### src/rtl/array2_tuple_fifo_if.sv
// rtl/array2_tuple_fifo_if.sv - ready/valid bundle for the 4-element tuple-array FIFO
interface array2_tuple_fifo_if #(
    parameter int DEPTH = 2,
    parameter int W1    = 2
);
    localparam int CW = $clog2(DEPTH + 1);

    logic          I_0__0, I_1__0, I_2__0, I_3__0;
    logic [W1-1:0] I_0__1, I_1__1, I_2__1, I_3__1;
    logic          I_valid;
    logic          I_ready;
    logic          O_0__0, O_1__0, O_2__0, O_3__0;
    logic [W1-1:0] O_0__1, O_1__1, O_2__1, O_3__1;
    logic          O_valid;
    logic          O_ready;
    logic [CW-1:0] COUNT;

    modport slave (
        input  I_0__0, I_1__0, I_2__0, I_3__0,
        input  I_0__1, I_1__1, I_2__1, I_3__1,
        input  I_valid, O_ready,
        output I_ready, O_valid, COUNT,
        output O_0__0, O_1__0, O_2__0, O_3__0,
        output O_0__1, O_1__1, O_2__1, O_3__1
    );

    modport master (
        output I_0__0, I_1__0, I_2__0, I_3__0,
        output I_0__1, I_1__1, I_2__1, I_3__1,
        output I_valid, O_ready,
        input  I_ready, O_valid, COUNT,
        input  O_0__0, O_1__0, O_2__0, O_3__0,
        input  O_0__1, O_1__1, O_2__1, O_3__1
    );
endinterface

### src/rtl/array2_tuple_fifo.sv
// rtl/array2_tuple_fifo.sv - circular FIFO of 4-element tuple arrays ahead of the permutation stage
module array2_tuple_fifo #(
    parameter int DEPTH = 2,
    parameter int W1    = 2
) (
    input  logic                  CLK,
    input  logic                  ASYNCRESETN,
    array2_tuple_fifo_if.slave    bus
);
    localparam int CW = $clog2(DEPTH + 1);
    localparam int AW = (DEPTH > 1) ? $clog2(DEPTH) : 1;
    localparam int EW = 1 + W1;
    localparam int WW = 4 * EW;

    logic [WW-1:0] mem_q [DEPTH];
    logic [WW-1:0] mem_d [DEPTH];
    logic [AW-1:0] wr_ptr_q, wr_ptr_d;
    logic [AW-1:0] rd_ptr_q, rd_ptr_d;
    logic [CW-1:0] count_q, count_d;
    logic [WW-1:0] in_word;
    logic [WW-1:0] head_word;
    logic          push;
    logic          pop;

    // Element k occupies bits [k*EW +: EW], field 0 in the LSB.
    assign in_word = {bus.I_3__1, bus.I_3__0, bus.I_2__1, bus.I_2__0,
                      bus.I_1__1, bus.I_1__0, bus.I_0__1, bus.I_0__0};

    assign head_word = mem_q[rd_ptr_q];
    assign {bus.O_3__1, bus.O_3__0, bus.O_2__1, bus.O_2__0,
            bus.O_1__1, bus.O_1__0, bus.O_0__1, bus.O_0__0} = head_word;

    // Ready depends only on stored count, so a full FIFO refuses a push even on a pop cycle.
    assign bus.I_ready = (count_q != CW'(DEPTH));
    assign bus.O_valid = (count_q != '0);
    assign bus.COUNT   = count_q;

    assign push = bus.I_valid & bus.I_ready;
    assign pop  = bus.O_valid & bus.O_ready;

    function automatic logic [AW-1:0] next_ptr(input logic [AW-1:0] p);
        return (p == AW'(DEPTH - 1)) ? '0 : p + AW'(1);
    endfunction

    always_comb begin
        mem_d    = mem_q;
        wr_ptr_d = wr_ptr_q;
        rd_ptr_d = rd_ptr_q;
        count_d  = count_q;
        if (push) begin
            mem_d[wr_ptr_q] = in_word;
            wr_ptr_d        = next_ptr(wr_ptr_q);
        end
        if (pop) begin
            rd_ptr_d = next_ptr(rd_ptr_q);
        end
        if (push && !pop) begin
            count_d = count_q + CW'(1);
        end else if (pop && !push) begin
            count_d = count_q - CW'(1);
        end
    end

    always_ff @(posedge CLK or negedge ASYNCRESETN) begin
        if (!ASYNCRESETN) begin
            for (int i = 0; i < DEPTH; i++) begin
                mem_q[i] <= '0;
            end
            wr_ptr_q <= '0;
            rd_ptr_q <= '0;
            count_q  <= '0;
        end else begin
            for (int i = 0; i < DEPTH; i++) begin
                mem_q[i] <= mem_d[i];
            end
            wr_ptr_q <= wr_ptr_d;
            rd_ptr_q <= rd_ptr_d;
            count_q  <= count_d;
        end
    end
endmodule

### src/flat_wrapper.sv
// flat-port wrapper written by rule: the top's interface ports become plain ports
module array2_tuple_fifo_flat 
#(
    parameter int DEPTH = 2,
    parameter int W1    = 2
)
  (CLK, ASYNCRESETN, bus_I_0__0, bus_I_1__0, bus_I_2__0, bus_I_3__0, bus_I_0__1, bus_I_1__1, bus_I_2__1, bus_I_3__1, bus_I_valid, bus_O_ready, bus_I_ready, bus_O_valid, bus_COUNT, bus_O_0__0, bus_O_1__0, bus_O_2__0, bus_O_3__0, bus_O_0__1, bus_O_1__1, bus_O_2__1, bus_O_3__1);
  array2_tuple_fifo_if #(.DEPTH(DEPTH), .W1(W1)) bus_i ();
  input  logic CLK;
  input  logic ASYNCRESETN;
  input wire logic [$bits(bus_i.I_0__0)-1:0] bus_I_0__0;
  input wire logic [$bits(bus_i.I_1__0)-1:0] bus_I_1__0;
  input wire logic [$bits(bus_i.I_2__0)-1:0] bus_I_2__0;
  input wire logic [$bits(bus_i.I_3__0)-1:0] bus_I_3__0;
  input wire logic [$bits(bus_i.I_0__1)-1:0] bus_I_0__1;
  input wire logic [$bits(bus_i.I_1__1)-1:0] bus_I_1__1;
  input wire logic [$bits(bus_i.I_2__1)-1:0] bus_I_2__1;
  input wire logic [$bits(bus_i.I_3__1)-1:0] bus_I_3__1;
  input wire logic [$bits(bus_i.I_valid)-1:0] bus_I_valid;
  input wire logic [$bits(bus_i.O_ready)-1:0] bus_O_ready;
  output wire logic [$bits(bus_i.I_ready)-1:0] bus_I_ready;
  output wire logic [$bits(bus_i.O_valid)-1:0] bus_O_valid;
  output wire logic [$bits(bus_i.COUNT)-1:0] bus_COUNT;
  output wire logic [$bits(bus_i.O_0__0)-1:0] bus_O_0__0;
  output wire logic [$bits(bus_i.O_1__0)-1:0] bus_O_1__0;
  output wire logic [$bits(bus_i.O_2__0)-1:0] bus_O_2__0;
  output wire logic [$bits(bus_i.O_3__0)-1:0] bus_O_3__0;
  output wire logic [$bits(bus_i.O_0__1)-1:0] bus_O_0__1;
  output wire logic [$bits(bus_i.O_1__1)-1:0] bus_O_1__1;
  output wire logic [$bits(bus_i.O_2__1)-1:0] bus_O_2__1;
  output wire logic [$bits(bus_i.O_3__1)-1:0] bus_O_3__1;
  assign bus_i.I_0__0 = bus_I_0__0;
  assign bus_i.I_1__0 = bus_I_1__0;
  assign bus_i.I_2__0 = bus_I_2__0;
  assign bus_i.I_3__0 = bus_I_3__0;
  assign bus_i.I_0__1 = bus_I_0__1;
  assign bus_i.I_1__1 = bus_I_1__1;
  assign bus_i.I_2__1 = bus_I_2__1;
  assign bus_i.I_3__1 = bus_I_3__1;
  assign bus_i.I_valid = bus_I_valid;
  assign bus_i.O_ready = bus_O_ready;
  assign bus_I_ready = bus_i.I_ready;
  assign bus_O_valid = bus_i.O_valid;
  assign bus_COUNT = bus_i.COUNT;
  assign bus_O_0__0 = bus_i.O_0__0;
  assign bus_O_1__0 = bus_i.O_1__0;
  assign bus_O_2__0 = bus_i.O_2__0;
  assign bus_O_3__0 = bus_i.O_3__0;
  assign bus_O_0__1 = bus_i.O_0__1;
  assign bus_O_1__1 = bus_i.O_1__1;
  assign bus_O_2__1 = bus_i.O_2__1;
  assign bus_O_3__1 = bus_i.O_3__1;
  array2_tuple_fifo #(.DEPTH(DEPTH), .W1(W1)) u_core (.CLK(CLK), .ASYNCRESETN(ASYNCRESETN), .bus(bus_i));
endmodule
### config.mk
export PLATFORM = sky130hd
export DESIGN_NAME = array2_tuple_fifo_flat
export DESIGN_NICKNAME = d
export VERILOG_FILES = /design/src/rtl/array2_tuple_fifo_if.sv /design/src/rtl/array2_tuple_fifo.sv /design/src/flat_wrapper.sv
export SDC_FILE = /design/constraint.sdc
export NUM_CORES = 1
export LEC_CHECK = 0
export BUFFER_PORTS_ARGS = -buffer_cell sky130_fd_sc_hd__buf_2
export CAP_MARGIN = 20
export CORE_AREA = 2 2 65 60
export CTS_BUF_LIST = sky130_fd_sc_hd__clkbuf_16
export CTS_CLUSTER_SIZE = 12
export DETAILED_ROUTE_END_ITERATION = 10
export DIE_AREA = 0 0 67 62
export PLACE_DENSITY = 0.66
export SYNTH_ARGS = -nofsm -noshare
export SYNTH_HDL_FRONTEND = slang
export SYNTH_SLANG_ARGS = --single-unit
export TNS_END_PERCENT = 20
### constraint.sdc
create_clock -name CLK -period 1.4 [get_ports CLK]
set_input_delay 0.42 -clock CLK [delete_from_list [all_inputs] [get_ports CLK]]
set_output_delay 0.42 -clock CLK [all_outputs]
set_load 0.1 [all_outputs]
* Yosys cells after proc, flatten, opt, wreduce, memory -nomap -nowiden
Index checks and enable logic that the tools add are counted.
Operators by class: $add $sub $neg 4, $mul 0, div/mod/pow operators 0, order comparisons 3, equal/unequal tests 1, shift operators 0, multiplexer cells 10, bitwise operators 4, reductions and logical operators 7
Operator list (count):
- two-way mux 12 bit | 4
- bitwise mux 24 bit | 1
- demux 12 bit (select 1 bit) | 1
- >= comparator 2 bit, second input constant | 2
- two-way mux 2 bit | 2
- inverter 1 -> 2 bit | 2
- nonzero test 2 bit | 2
- logical AND 1 bit | 3
- adder 1 bit, second input constant | 2
- adder 2 x 1 -> 2 bit, second input constant | 1
- AND 1 bit | 2
- logical NOT 1 bit | 2
- < comparator 2 x 1 -> 1 bit, second input constant | 1
- two-way mux 1 bit | 2
- inequality test 2 bit, second input constant | 1
- subtractor 2 x 1 -> 2 bit, second input constant | 1
Word-level totals: bits in registers 28, bits in latches 0, bits in writable memories 0, memory bits (read-only) 0, input bits 16, memories kept 0

* Logic depth before layout (Yosys ltp)
Gate-level depths: netlist of run 1.
depth after elaboration 6, depth in mapped cells 6, mapped depth without buffers 6

* Least setup slack after synthesis of run 1
OpenSTA, ideal clock, no wires.
path type register to register, from reg u_core.count_q[1], in the netlist u_core.bus.COUNT[1], to reg u_core.count_q[1], in the netlist u_core.bus.COUNT[1], setup time 0.165 ns, data arrival time 2.305 ns, required time 1.235 ns, path slack -1.070 ns, stages on the path, launching flop included 7, path buffers 0, period minus slack after synthesis 2.470 ns, cells stage by stage dfrtp_1 -> or2_2 -> nand2_1 -> ha_1 -> xor2_1 -> nor2_1 -> xor2_1
Between the ends: word-level cells in the longest chain between the ends 5, elaborated cells between the ends (all ways) 13, those cells by class add/sub (2); eq/ne (1); mux (2); bitwise (2); reduce/logical (6)
Ends and longest elaborated chain:
- from (decl) | line array2_tuple_fifo.sv:19 | logic [CW-1:0] count_q, count_d;
- from (signal assigned) | line array2_tuple_fifo.sv:78 | count_q <= count_d;
- nonzero test 2 bit (*) | line array2_tuple_fifo.sv:35 | assign bus.O_valid = (count_q != '0);
- named net bus_O_valid | line flat_wrapper.sv:22 | output wire logic [$bits(bus_i.O_valid)-1:0] bus_O_valid;
- AND 1 bit (*) | line array2_tuple_fifo.sv:39 | assign pop = bus.O_valid & bus.O_ready;
- logical NOT 1 bit | line array2_tuple_fifo.sv:57 | if (push && !pop) begin
- logical AND 1 bit | line array2_tuple_fifo.sv:57
- two-way mux 2 bit / nonzero test 2 bit (equally long branches)
Mark *: on every way through the listed nets, which the timed path passes. The rest lies on a longest branch. The select of a mux whose other input is x is not followed. A chain may end at the register's enable or synchronous reset.

* Final worst setup path of run 1
from reg u_core.rd_ptr_q, to out bus_O_2__1[0]
Between the ends: word-level cells in the longest chain between the ends 4
Ends and longest elaborated chain:
- from (decl) | line array2_tuple_fifo.sv:18 | logic [AW-1:0] rd_ptr_q, rd_ptr_d;
- from (signal assigned) | line array2_tuple_fifo.sv:77 | rd_ptr_q <= rd_ptr_d;
- inverter 1 -> 2 bit (not written as such) | line array2_tuple_fifo.sv:29 | assign head_word = mem_q[rd_ptr_q];
- two-way mux 12 bit (not written as such) (3 in a row) | line array2_tuple_fifo.sv:29
- to (decl) | line flat_wrapper.sv:30 | output wire logic [$bits(bus_i.O_2__1)-1:0] bus_O_2__1;
No other way between the ends. The select of a mux whose other input is x is not followed.

==> flow_summary.toml, run 1 <==
[sta]
fin_crit_ns = 1.74
post-route-period-util_pct = 124
rsz0062_at_grt = "yes"
finClkSkew_ns = 0.00296
slew_headroom_pct = 58.7
fin_ws_ns = -0.336
drv_slew = 0
setup_tns_ns = -4.89
worst_pin_slew_ns = 0.619
setup_viol = 29
hold_viol_final = 0
hold_ws_ns = 0.173
timing.fmax_ghz = 0.576

[route]
wl_per_cell_um = 15.2
routed-via-count = 792
first_pass_iters = 2
drc = 0
via_per_inst = 4.74
totalWireLength_um = 2530
ant_nets = 0
first_iter_violations = 24

[cells_and_area]
n_antenna_cell = 0
post-route-util_pct = 56.1
nets = 139
most-common-layout-cells = "33 x mux2_4, 26 x dfrtp_1, 15 x buf_2, 15 x buf_12, 6 x buf_4"
n_fill_cell = 314
syn_to_final_growth_pct = 49.4
final_common_cell = "mux2_4"
drive_above_1_share_pct = 73.6

[floorplan]
rows = 21
die_w_um = 67
die-area_um2 = 4150
start_util_pct = 37.5
pin_count = 32
core_area_um2 = 3570
chipHeight_um = 62

[setup_path]
worstSetupEndpointType = "primary output"
crit_path_start_kind = "flop"
critPathKind = "flop to primary output"
worstPathMaxFanout = 3
required_ns = 0.98
arrival_ns = 1.32

[logic_synthesis]
synth.distinct_cells = 15
syn_inst = 80
yosys_warnings = 0
ys_ff_latch = 28
ys_seq_area_share_pct = 52.2
synth_area_um2 = 1340
synth_area_per_cell_um2 = 16.8
syn-num-nets = 97

[global_route]
track_usage_pct = 14.1
grt_overflow = 0
grt_max_degree = 29
first_global_vias = 885
antenna_found_initial = 0
grt_pass1_wl_um = 4320

[placed_design]
dp_hpwl_um = 1820
place.gp.congestion = 0.694
port_buffers = 31
pre_cts_slack_ns = -0.0759

[cts]
cts.clk_slew.worst_paths_ns = 0.07
cts.sinks = 28
post_cts_buffers = 0
ctsHtreeMaxLevel = 1
cts_buffers = 3
cts_tree = "built"
clockBufferDepth = 2
clkLatencyLatePin_ns = 0.26
cts_root_buf = "clkbuf_16"
hold_buffers = 0

[status]
outcome = "finished with violations"
violations = "setup timing"

[flow_run]
cap_violations = 0

[min_path]
hold_path.class = "primary input to async pin"
## logic make-up (layout without fill, tap and decap cells)
group                    after synthesis  in the layout  synth area share (%)
multiplexers                          36             36                  35.8
adder cells (fa/ha/maj)                1              1                 0.933
buffers and inverters                  3             44                  3.36
XOR/XNOR                               5              5                  3.27
AND/OR/NAND/NOR                        7              7                  4.38
flip-flops                            28             28                  52.2
## worst max-delay path, stage by stage (launching register included)
cell and delay (ns):
dfrtp_1 0.39, buf_4 0.14, mux2_2 0.35, buf_12 0.17
## layout make-up
cell class              count  area [um^2]  share of cell area [%]
clock buffers               3         75.1                    3.75
clock inverters             1         30.0                    1.50
multi-input cells          49          668                    33.3
flip-flops and latches     28          708                    35.3
well taps                  46         57.6                    2.87
repair buffers             40          465                    23.2
## repair_timing
item | in CTS | in global routing
pin swaps | 2 | 0
resized for setup | 17 | 2
setup endpoints to repair | 39 | 41
## sequential cells by signal, indices dropped and copies added, names as in the netlist
| name | cells |
|---|---|
| u_core.wr_ptr_q | 1 |
| u_core.bus.COUNT | 2 |
| u_core.rd_ptr_q | 1 |
| u_core.mem_q | 24 |
## layer usage
| layer | part of all wire [%] | GRT usage [%] | vias up |
|---|---|---|---|
| met5 | 0 | 0 | - |
| met2 | 47 | 22.5 | 24 |
| met3 | 5.6 | 2.88 | 2 |
| li1 | - | - | 361 |
| met1 | 47 | 19.9 | 405 |
| met4 | 0.47 | 3.50 | 0 |
## synth_stat cells (all sizes together)
cell type / n / area, um^2
ha: 1 / 12.5
xor2: 3 / 26.3
and2: 1 / 7.51
nand2b: 1 / 13.8
nand2: 1 / 3.75
mux2: 36 / 480
or2: 1 / 6.26
and3: 1 / 11.3
and3b: 1 / 12.5
dfrtp: 28 / 701
xnor2: 2 / 17.5
nor2: 1 / 3.75
buf: 3 / 45.0
## per-stage QoR
| step | instance area (um^2) | std cells |
|---|---|---|
| after floorplan | 1370 | 80 |
| after CTS | 2000 | 167 |
| final | 2000 | 167 |
| after global routing | 2000 | 167 |
| after global placement | 1830 | 163 |
| after detailed placement | 1830 | 163 |
## final timing paths
kind,start,slack [ns],to,cells past startpoint
max,u_core.rd_ptr_q$_DFFE_PN0P_,-0.34,bus_O_2__1[0],3
min,ASYNCRESETN,0.17,u_core.mem_q[23]$_DFFE_PN0P_,1
max reg2reg,u_core.bus.COUNT[1]$_DFFE_PN0P_,-0.06,u_core.mem_q[17]$_DFFE_PN0P_,3
min reg2reg,u_core.wr_ptr_q$_DFFE_PN0P_,0.49,u_core.wr_ptr_q$_DFFE_PN0P_,1
max in group asynchronous,ASYNCRESETN,0.77,u_core.bus.COUNT[1]$_DFFE_PN0P_,1
min in group CLK,bus_I_2__1[0],0.41,u_core.mem_q[19]$_DFFE_PN0P_,2
Power of run 1 is not shown: default switching activity piles up to over one toggle a cycle in this logic, so the estimate is an artifact.
==> run 2: changes to the inputs <==
--- a/config.mk
+++ b/config.mk
@@ -12,6 +12,7 @@
 export CTS_CLUSTER_SIZE = 12
 export DETAILED_ROUTE_END_ITERATION = 10
 export DIE_AREA = 0 0 67 62
+export MAX_ROUTING_LAYER = met4
 export PLACE_DENSITY = 0.66
 export SYNTH_ARGS = -nofsm -noshare
 export SYNTH_HDL_FRONTEND = slang
==> run 2 against run 1 <==
The flow still finishes with violations (setup timing). First-iteration DRC count did not move. Design area did not move. Utilization did not move. Clock skew barely moved. Register-to-register slack barely moved. Non-clock buffer count did not move. Fmax barely moved. Via count did not move. Die area did not move. Routed wire length rose by 0.40%. Critical path depth did not move. Critical path type unchanged. Largest cell class unchanged.
==> flow_summary.toml, run 2 (synthesized netlist as in run 1, its figures left out) <==
[status]
outcome = "finished with violations"
violations = "setup timing"

[route]
drc = 0
via_per_inst = 4.74
ant_nets = 0
routed-via-count = 792
first_iter_violations = 24
wl_per_cell_um = 15.2
totalWireLength_um = 2540
first_pass_iters = 2

[floorplan]
core_area_um2 = 3570
chipHeight_um = 62
die-area_um2 = 4150
die_w_um = 67
start_util_pct = 37.5
rows = 21
pin_count = 32

[cts]
hold_buffers = 0
cts.clk_slew.worst_paths_ns = 0.07
ctsHtreeMaxLevel = 1
cts_root_buf = "clkbuf_16"
clockBufferDepth = 2
post_cts_buffers = 0
clkLatencyLatePin_ns = 0.26
cts.sinks = 28
cts_tree = "built"
cts_buffers = 3

[sta]
slew_headroom_pct = 57.6
setup_viol = 29
drv_slew = 0
worst_pin_slew_ns = 0.636
fin_crit_ns = 1.74
timing.fmax_ghz = 0.576
post-route-period-util_pct = 124
hold_viol_final = 0
fin_ws_ns = -0.336
hold_ws_ns = 0.180
rsz0062_at_grt = "yes"
finClkSkew_ns = 0.00298

[cells_and_area]
nets = 139
most-common-layout-cells = "33 x mux2_4, 26 x dfrtp_1, 15 x buf_2, 15 x buf_12, 6 x buf_4"
final_common_cell = "mux2_4"
largest_reg_flops = 24
syn_to_final_growth_pct = 49.4
drive_above_1_share_pct = 73.6
final_area_um2 = 2000
top_register = "u_core.mem_q"
n_antenna_cell = 0
post-route-util_pct = 56.1
n_fill_cell = 314

[global_route]
grt_pass1_wl_um = 4330
track_usage_pct = 14.5
grt_overflow = 0
antenna_found_initial = 0
first_global_vias = 883
grt_max_degree = 29

[placed_design]
dp_hpwl_um = 1820
dpl-instance-area_um2 = 1830
pre_cts_slack_ns = -0.0759
place.gp.congestion = 0.701
port_buffers = 31

[setup_path]
arrival_ns = 1.32
crit_buf_inv = 2
required_ns = 0.98
worstPathMaxFanout = 3
cpPeakStageDelay_ns = 0.39
critPathKind = "flop to primary output"
crit_chain = "buf_4 -> mux2_2 -> buf_12"
crit_path_start_kind = "flop"
critPathSlowestCell = "dfrtp_1"
cpLargestDelayFamily = "flip-flops"
worstSetupEndpointType = "primary output"

[flow_run]
cap_violations = 0

[min_path]
hold_path.class = "primary input to async pin"
[run 2: cell type report]
type                    instances  area [um^2]  share of cell area (%)
clock inverters                 1         30.0                    1.50
well taps                      46         57.6                    2.87
flip-flops and latches         28          708                    35.3
multi-input cells              49          668                    33.3
repair buffers                 40          465                    23.2
clock buffers                   3         75.1                    3.75
[run 2: stage by stage]
step                instances  TNS (ns)
floorplan                  80    -12.73
global placement          163    -0.795
detailed placement        163     -1.22
CTS                       167     -5.17
global route              167     -6.54
finish                    167     -4.87
[run 2: metal layers]
layer | track usage [%] | vias to the layer above | routed length, um
met1 | 20.4 | 405 | 1230
li1 | - | 361 | -
met2 | 22.3 | 24 | 1170
met3 | 2.16 | 2 | 129
met5 | - | - | 0
met4 | 3.50 | 0 | 12
[run 2: what timing repair did]
item / CTS / global route
resized for setup: 17 / 2
hold endpoints to repair: 0 / 0
endpoints found under the setup margin: 39 / 41
cloned: 0 / 0
pin swaps: 2 / 0
[run 2: final timing paths]
path | start | endpoint | slack (ns) | cells after the start
setup / recovery | u_core.rd_ptr_q$_DFFE_PN0P_ | bus_O_2__1[0] | -0.34 | 3
hold / removal | ASYNCRESETN | u_core.mem_q[23]$_DFFE_PN0P_ | 0.18 | 1
setup reg to reg | u_core.bus.COUNT[1]$_DFFE_PN0P_ | u_core.mem_q[17]$_DFFE_PN0P_ | -0.06 | 3
hold reg to reg | u_core.wr_ptr_q$_DFFE_PN0P_ | u_core.wr_ptr_q$_DFFE_PN0P_ | 0.49 | 1
max in group asynchronous | ASYNCRESETN | u_core.bus.COUNT[1]$_DFFE_PN0P_ | 0.75 | 1
min in group CLK | bus_I_2__1[0] | u_core.mem_q[19]$_DFFE_PN0P_ | 0.41 | 2
Power of run 2 is left out for the same reason.
